==> config.mk <==
export PLATFORM = sky130hd
export DESIGN_NAME = padding_ctrl_flat
export DESIGN_NICKNAME = d
export VERILOG_FILES = /design/src/rtl/padding_ctrl_if.sv /design/src/rtl/padding_ctrl.sv /design/src/flat_wrapper.sv
export SDC_FILE = /design/constraint.sdc
export NUM_CORES = 1
export LEC_CHECK = 0
export CORE_ASPECT_RATIO = 1.4
export CORE_MARGIN = 3
export CORE_UTILIZATION = 54
export DETAILED_ROUTE_END_ITERATION = 12
export PLACE_DENSITY = 0.84
export SYNTH_ARGS = -nofsm -noshare
export SYNTH_HDL_FRONTEND = slang
export SYNTH_SLANG_ARGS = --single-unit
export TNS_END_PERCENT = 1
==> constraint.sdc <==
create_clock -name clk -period 6.3 [get_ports clk]
set_input_delay 0.63 -clock clk [delete_from_list [all_inputs] [get_ports clk]]
set_output_delay 0.63 -clock clk [all_outputs]
set_load 0.05 [all_outputs]
==> src/rtl/padding_ctrl_if.sv <==
// padding_ctrl_if: start, line-buffer fetch and downstream row handshake signals of the padding row sequencer.
interface padding_ctrl_if #(parameter int CNT_W = 9);
  logic             start;
  logic             row_req;
  logic [CNT_W-1:0] row_addr;
  logic             row_valid;
  logic             row_ack;
  logic             pad_en;
  logic [CNT_W-1:0] count;
  logic             out_valid;
  logic             out_ready;
  logic             busy;
  logic             done;
  modport master (
    input  start, row_valid, out_ready,
    output row_req, row_addr, row_ack, pad_en, count, out_valid, busy, done
  );
  modport slave (
    output start, row_valid, out_ready,
    input  row_req, row_addr, row_ack, pad_en, count, out_valid, busy, done
  );
endinterface

==> src/rtl/padding_ctrl.sv <==
// padding_ctrl: walks one frame of zero-padded rows, fetching interior rows and handing each row downstream.
// Optional 16-bit completed-frame counter output when PADDING_CTRL_FRAME_CNT_EN is defined.
module padding_ctrl #(
  parameter int ROWS  = 416,
  parameter int CNT_W = 9
) (
  input  logic                clk,
  input  logic                reset,
  padding_ctrl_if.master      bus
`ifdef PADDING_CTRL_FRAME_CNT_EN
  ,
  output logic [15:0]         frame_cnt
`endif
);
  localparam logic [CNT_W-1:0] LAST = CNT_W'(ROWS - 1);
  typedef enum logic [1:0] {IDLE, FETCH, EMIT, DONE} state_t;
  state_t           state_q, state_d;
  logic [CNT_W-1:0] count_q, count_d, row_addr_q;
  logic             row_req_q, out_valid_q, busy_q, done_q;
  always_comb begin
    state_d = state_q;
    count_d = count_q;
    case (state_q)
      IDLE:  if (bus.start) begin
        state_d = EMIT;
        count_d = '0;
      end
      FETCH: if (bus.row_valid) state_d = EMIT;
      EMIT:  if (bus.out_ready) begin
        if (count_q == LAST) state_d = DONE;
        else begin
          count_d = count_q + 1'b1;
          state_d = (count_q == LAST - 1'b1) ? EMIT : FETCH;
        end
      end
      default: state_d = IDLE;
    endcase
  end
  always_ff @(posedge clk or negedge reset) begin
    if (!reset) begin
      state_q     <= IDLE;
      count_q     <= '0;
      row_addr_q  <= '0;
      row_req_q   <= 1'b0;
      out_valid_q <= 1'b0;
      busy_q      <= 1'b0;
      done_q      <= 1'b0;
    end else begin
      state_q     <= state_d;
      count_q     <= count_d;
      row_addr_q  <= (count_d == '0) ? '0 : count_d - 1'b1;
      row_req_q   <= state_d == FETCH;
      out_valid_q <= state_d == EMIT;
      busy_q      <= state_d == FETCH || state_d == EMIT;
      done_q      <= state_d == DONE;
    end
  end
  assign bus.row_req   = row_req_q;
  assign bus.row_addr  = row_addr_q;
  assign bus.pad_en    = out_valid_q;
  assign bus.out_valid = out_valid_q;
  assign bus.count     = count_q;
  assign bus.busy      = busy_q;
  assign bus.done      = done_q;
  // The ack must land in the handshake cycle itself, so it follows out_ready directly.
  assign bus.row_ack   = out_valid_q & bus.out_ready & (count_q != '0) & (count_q != LAST);
`ifdef PADDING_CTRL_FRAME_CNT_EN
  logic [15:0] frame_cnt_q;
  always_ff @(posedge clk or negedge reset) begin
    if (!reset) frame_cnt_q <= '0;
    else if (done_q) frame_cnt_q <= frame_cnt_q + 16'd1;
  end
  assign frame_cnt = frame_cnt_q;
`endif
endmodule

==> src/flat_wrapper.sv <==
// flat-port wrapper written by rule: the top's interface ports become plain ports
module padding_ctrl_flat 
#(
  parameter int ROWS  = 416,
  parameter int CNT_W = 9
)
  (clk, reset, bus_start, bus_row_valid, bus_out_ready, bus_row_req, bus_row_addr, bus_row_ack, bus_pad_en, bus_count, bus_out_valid, bus_busy, bus_done);
  padding_ctrl_if #(.CNT_W(CNT_W)) bus_i ();
  input  logic clk;
  input  logic reset;
  input wire logic [$bits(bus_i.start)-1:0] bus_start;
  input wire logic [$bits(bus_i.row_valid)-1:0] bus_row_valid;
  input wire logic [$bits(bus_i.out_ready)-1:0] bus_out_ready;
  output wire logic [$bits(bus_i.row_req)-1:0] bus_row_req;
  output wire logic [$bits(bus_i.row_addr)-1:0] bus_row_addr;
  output wire logic [$bits(bus_i.row_ack)-1:0] bus_row_ack;
  output wire logic [$bits(bus_i.pad_en)-1:0] bus_pad_en;
  output wire logic [$bits(bus_i.count)-1:0] bus_count;
  output wire logic [$bits(bus_i.out_valid)-1:0] bus_out_valid;
  output wire logic [$bits(bus_i.busy)-1:0] bus_busy;
  output wire logic [$bits(bus_i.done)-1:0] bus_done;
  assign bus_i.start = bus_start;
  assign bus_i.row_valid = bus_row_valid;
  assign bus_i.out_ready = bus_out_ready;
  assign bus_row_req = bus_i.row_req;
  assign bus_row_addr = bus_i.row_addr;
  assign bus_row_ack = bus_i.row_ack;
  assign bus_pad_en = bus_i.pad_en;
  assign bus_count = bus_i.count;
  assign bus_out_valid = bus_i.out_valid;
  assign bus_busy = bus_i.busy;
  assign bus_done = bus_i.done;
  padding_ctrl #(.ROWS(ROWS), .CNT_W(CNT_W)) u_core (.clk(clk), .reset(reset), .bus(bus_i));
endmodule
==> qor.yml, run 1 <==
synth.distinct_cells: 51
synth_common_cells: "dfrtp_1, nand2_1"
p_per_area_mw_per_mm2: 425
synth_seq_area_share_pct: 44.5
reg2reg_slack_ns: 3.47
holdPathStages: 1
synth_edf_count: 0
htreeDepth: 1
portBuffers: 28
synth_area_leaders: "dfrtp_1, ha_1, mux2i_1, nand2_1, inv_1"
die_area_mm2: 0.00314
ant_nets: 0
multiInputGateArea_um2: 699
fin_util_pct: 73.8
fin_total_pwr_uw: 714
regArea_um2: 601
skew_ns: 0.00645
endpoint_kind: "output port"
crit_type: "flop to output port"
cts_buffers: 3
max_freq_ghz: 0.342
num-fill-cells: 145
hpwl_um: 2000
placedInstanceArea_mm2: 0.00164
reg2reg_from: "u_core.bus.count[1]"
diodes: 0
wl_per_cell_um: 14.8
ys_warn_count: 0
rsz0062_at_grt: "false"
area_delta_synth_final_pct: 24.6
cts-resized-gates: 0
min_delay_worst_endpoint: "u_core.bus.count[0]"
drive_above_1_share_pct: 11.3
hold_class: "flop to flop"
async_reset_ff_share_pct: 100
period_minus_slack_ns: 2.92
syn_avg_cell_area_um2: 10.9
setup_viol: 0
insertion_delay_ns: 0.30
status: "finished clean"
ios: 29
worstSetupStartpointType: "flop"
grt_max_degree: 25
core_mm2: 0.00228
post-synth-top-count-cell: "dfrtp_1"
slew_viol_final: 0
drc: 0
worstPathArrival_ns: 2.29
r2r-end: "u_core.bus.row_addr[7]"
synth_ff_type: "dfrtp_1"
row_count: 20
dr_wl_met2_um: 1320
ir_worst_vdd_mv: 0.452
drt_first_iter_violations: 23
dr.max_layer_used: "met4"
grt_pass1_wl_um: 4660
finalCritPeriodShare_pct: 46.4
wirelength_um: 2720
routabilityCongestion: 0.901
crit_path_max_fanout: 7
maxCapViolations: 0
worstHoldStart: "u_core.bus.count[0]"
die_x_um: 48.2
dr_total_vias: 1047
netlist_area_mm2: 0.00135
ff2ff_path_depth: 7
root_buffer: "clkbuf_4"
final_cell_area_mm2: 0.00168
synth_top_cell_area_share_pct: 44.5
cts.clk_slew.worst_paths_ns: 0.11
crit_start: "u_core.bus.count[0]"
first_pass_iters: 4
antenna_found_initial: 0
cts_setup_buffers: 0
clock_sinks: 24
grt_util_all_layers_pct: 20.2
start_util_pct: 59.2
grt_overflow: 0
cts_hold_buf: 0
synth_seq_cells: 24
syn_nets: 135
required_ns: 5.67
hold_viol_final: 0
p_leak_uw: 0.000757
die_y_um: 65.1
maxSlewHeadroom_pct: 32.9
nNetsFinal: 163
cts.path.max_buffers: 2
wl_met1_um: 1280
setup_tns_ns: 0
grt_pass1_vias: 987
wl_met3_um: 104
syn_inst: 124
tightest_slew_ns: 1.00
cts_tree: "done"
yosysTopAreaCell: "dfrtp_1"
viasPerCell: 5.69
## flip-flops by register name, indices dropped and copies added, names as in the netlist
signal,cells
u_core.bus.done,1
u_core.bus.out_valid,1
u_core.bus.row_req,1
u_core.bus.row_addr,9
u_core.state_q,2
u_core.bus.busy,1
u_core.bus.count,9
## placed cells by master, fill, tap and decap left out, drive strengths merged, types with 3 or more instances in the layout
master,n
ha,6
a31oi,3
o21a,3
clkbuf,4
nor4,3
nor2,6
mux2i,7
clkdlybuf4s50,28
and2,3
nand2,11
dfrtp,24
o21ai,4
inv,6
## cell families (layout without fill, tap and decap cells)
kind of cell             Yosys count  after routing  synth area share (%)
AND/OR/NAND/NOR                   49             49                  24.8
AO/OA/AOI/OAI                     24             24                  13.7
flip-flops                        24             24                  44.5
buffers and inverters             11             38                  3.62
multiplexers                       9              9                  7.14
adder cells (fa/ha/maj)            6              6                  5.57
XOR/XNOR                           1              1                 0.649
## metrics by stage
step	instances	worst slack (ns)	hold WS, ns
5_1_grt	184	3.25	0.766
4_1_cts	184	3.35	0.718
6_report	184	3.38	0.727
3_5_place_dp	180	3.08	0.704
3_3_place_gp	180	3.09	0.700
2_1_floorplan	124	3.44	0.334
## where the power goes
part           switching (uW)  internal, uW  leakage [uW]
clock network            41.0          35.3     0.0000210
logic                     245           159      0.000415
registers                44.1           189      0.000321
## routing by layer
layer,track usage (%),vias up
met5,0,-
met4,7.07,0
met3,2.47,2
met2,30.1,29
met1,29.7,504
li1,-,512
## how the worst max path moves through the flow
stage                                   endpoint  slack (ns)  cells past startpoint
after global routing                 bus_row_ack        3.25                      4
after floorplan           u_core.bus.row_addr[7]        3.44                      8
after CTS                            bus_row_ack        3.35                      6
after global placement    u_core.bus.row_addr[7]        3.09                      7
after detailed placement  u_core.bus.row_addr[7]        3.08                      7
final                                bus_row_ack        3.38                      6
## worst max-delay path: stages, from the launching register on
cell	delay, ns
dfrtp_1	0.48
inv_1	0.10
ha_1	0.21
nor4b_1	0.14
nand2_1	0.08
and4_1	0.18
clkdlybuf4s50_1	0.80
## area by class of cell
class / count / area share, %
clock buffers: 4 / 2.16
inverters: 6 / 1.34
multi-input cells: 89 / 41.6
flip-flops and latches: 24 / 35.7
well taps: 33 / 2.46
repair buffers: 28 / 16.7
Power figures use the tool's default switching activity.
==> inputs of run 2 (changes only) <==
- CORE_UTILIZATION: 54 -> 50
- PLACE_DENSITY: 0.84 -> 0.79
- clock period: 6.3 -> 2.8 ns (I/O delays scaled with it)
==> qor.yml, run 2 (same netlist as run 1, synthesis figures left out) <==
cts_setup_buffers: 0  # unchanged
row_count: 21  # +5.0%
multiInputGateArea_um2: 699  # unchanged
pwr-share-comb_pct: 57.6  # +1.0 points
grt_overflow: 0  # unchanged
routabilityCongestion: 0.865  # -4.1%
final_cell_mix: "clkdlybuf4s50_1, dfrtp_1, nand2_1"
maxCapViolations: 0  # unchanged
antenna_found_initial: 0  # unchanged
diodes: 0  # unchanged
final_common_cell: "clkdlybuf4s50_1"
hold_viol_final: 0  # unchanged
grt_pass1_vias: 1075  # +8.9%
area_delta_synth_final_pct: 30.4
hold_class: "primary input to asynchronous set/reset pin"
drive_above_1_share_pct: 18.0  # +6.8 points
nNetsFinal: 173  # +6.1%
dr_total_vias: 1090  # +4.1%
ant_nets: 0  # unchanged
grt_max_degree: 18  # -28%
tightest_slew_ns: 0.712  # -0.292 ns
crit_start: "u_core.bus.count[0]"
setup_viol: 0  # unchanged
p_leak_uw: 0.000806  # +6.5%
grt_pass1_wl_um: 4980  # +7.0%
p_per_area_mw_per_mm2: 935  # +120%
setup_tns_ns: 0  # unchanged
die_x_um: 49.9  # +3.4%
root_buffer: "clkbuf_4"
start_util_pct: 54.6  # -4.6 points
die_area_mm2: 0.00337  # +7.1%
num-fill-cells: 212  # +46%
p_int_uw: 901  # +140%
crit_path_max_fanout: 10  # +3
hpwl_um: 2250  # +13%
wl_per_cell_um: 14.9  # +0.67%
skew_ns: 0.00106  # -0.00539 ns
slew_viol_final: 0  # unchanged
htreeDepth: 1  # unchanged
status: "finished clean"
drt_first_iter_violations: 19  # -17%
period_minus_slack_ns: 2.63
ir_worst_vdd_mv: 0.789  # +75%
endpoint_kind: "flop"
rsz0062_at_grt: "false"
swShare_pct: 45.2  # -1.0 points
worstSetupStartpointType: "flop"
clock_sinks: 24  # unchanged
crit_type: "flop to flop"
p_sw_uw: 744  # +130%
grt_util_all_layers_pct: 19.2  # -0.97 points
worstPathArrival_ns: 2.83  # +0.54 ns
ios: 29  # unchanged
path_cells: "ha_1, nand4b_1, a31oi_1, mux2i_1, nor4_4, or4b_1, mux2_1"
wirelength_um: 2900  # +6.7%
die_y_um: 67.5  # +3.6%
final_cell_area_mm2: 0.00176  # +4.7%
insertion_delay_ns: 0.31  # about the same
critPathSlowestCell: "or4b_1"
first_pass_iters: 4  # unchanged
p_seq_share_pct: 31.9  # -0.8 points
cts_hold_buf: 0  # unchanged
drc: 0  # unchanged
crit_path_max_incr_delay_ns: 0.51  # -0.29 ns
reg2reg_from: "u_core.bus.count[0]"
crit_buf_inv: 0  # -2
cts.clk_slew.worst_paths_ns: 0.11  # about the same
finalCritPeriodShare_pct: 94.0
required_ns: 3.00  # -2.67 ns
regArea_um2: 603  # +0.42%
cts_buffers: 3  # unchanged
max_freq_ghz: 0.380
portBuffers: 28  # unchanged
cts.path.max_buffers: 2  # unchanged
critical_path.top_delay_family: "simple AND/OR/NAND/NOR gates"
cts_tree: "done"
core_mm2: 0.00247  # +8.5%
clkPwrFrac_pct: 10.5  # -0.2 points
viasPerCell: 5.59  # -1.8%
cts-resized-gates: 0  # unchanged
placedInstanceArea_mm2: 0.00172  # +4.8%
maxSlewHeadroom_pct: 52.4  # +19 points
## run 2: power by group through the flow
stage,registers [uW],clock network [uW],logic [uW]
after detailed placement,531,0,953
final,525,172,948
after global placement,528,0,944
after global routing,540,195,1020
after CTS,525,179,962
after floorplan,705,0,489
## run 2: worst paths after layout
kind                                     endpoint  slack [ns]  cells past startpoint
max reg2reg                u_core.bus.row_addr[7]        0.17                      7
min                        u_core.bus.row_addr[8]        0.38                      1
min reg2reg                   u_core.bus.count[0]        0.65                      1
max                        u_core.bus.row_addr[7]        0.17                      7
min in group clk              u_core.bus.count[0]        0.65                      1
max in group asynchronous  u_core.bus.row_addr[5]        1.83                      2
## run 2: cell type report
| type | instances | area share, % |
|---|---|---|
| Tap cell | 34 | 2.42 |
| Clock buffer | 4 | 2.06 |
| Timing Repair Buffer | 38 | 20.2 |
| Inverter | 6 | 1.28 |
| Multi-Input combinational cell | 89 | 39.8 |
| Sequential cell | 24 | 34.3 |
## run 2: metal layers
| layer | track usage [%] | up-vias | share of wire (%) |
|---|---|---|---|
| met1 | 23.7 | 531 | 44 |
| met5 | 0 | - | 0 |
| met3 | 2.87 | 5 | 3.9 |
| met2 | 33.9 | 24 | 51 |
| met4 | 7.27 | 0 | 1.4 |
| li1 | - | 530 | - |
## run 2: metrics by stage
| stage | hold slack (ns) | util, % | setup WS, ns | total power, uW | cells |
|---|---|---|---|---|---|
| after floorplan | -0.0156 | - | 0.129 | 1190 | 124 |
| after global placement | 0.626 | 69.8 | 0.0901 | 1470 | 191 |
| after detailed placement | 0.638 | 69.8 | 0.0695 | 1480 | 191 |
| after CTS | 0.420 | 71.2 | 0.185 | 1670 | 195 |
| after global routing | 0.426 | 71.2 | 0.0495 | 1750 | 195 |
| final | 0.384 | 71.2 | 0.169 | 1650 | 195 |
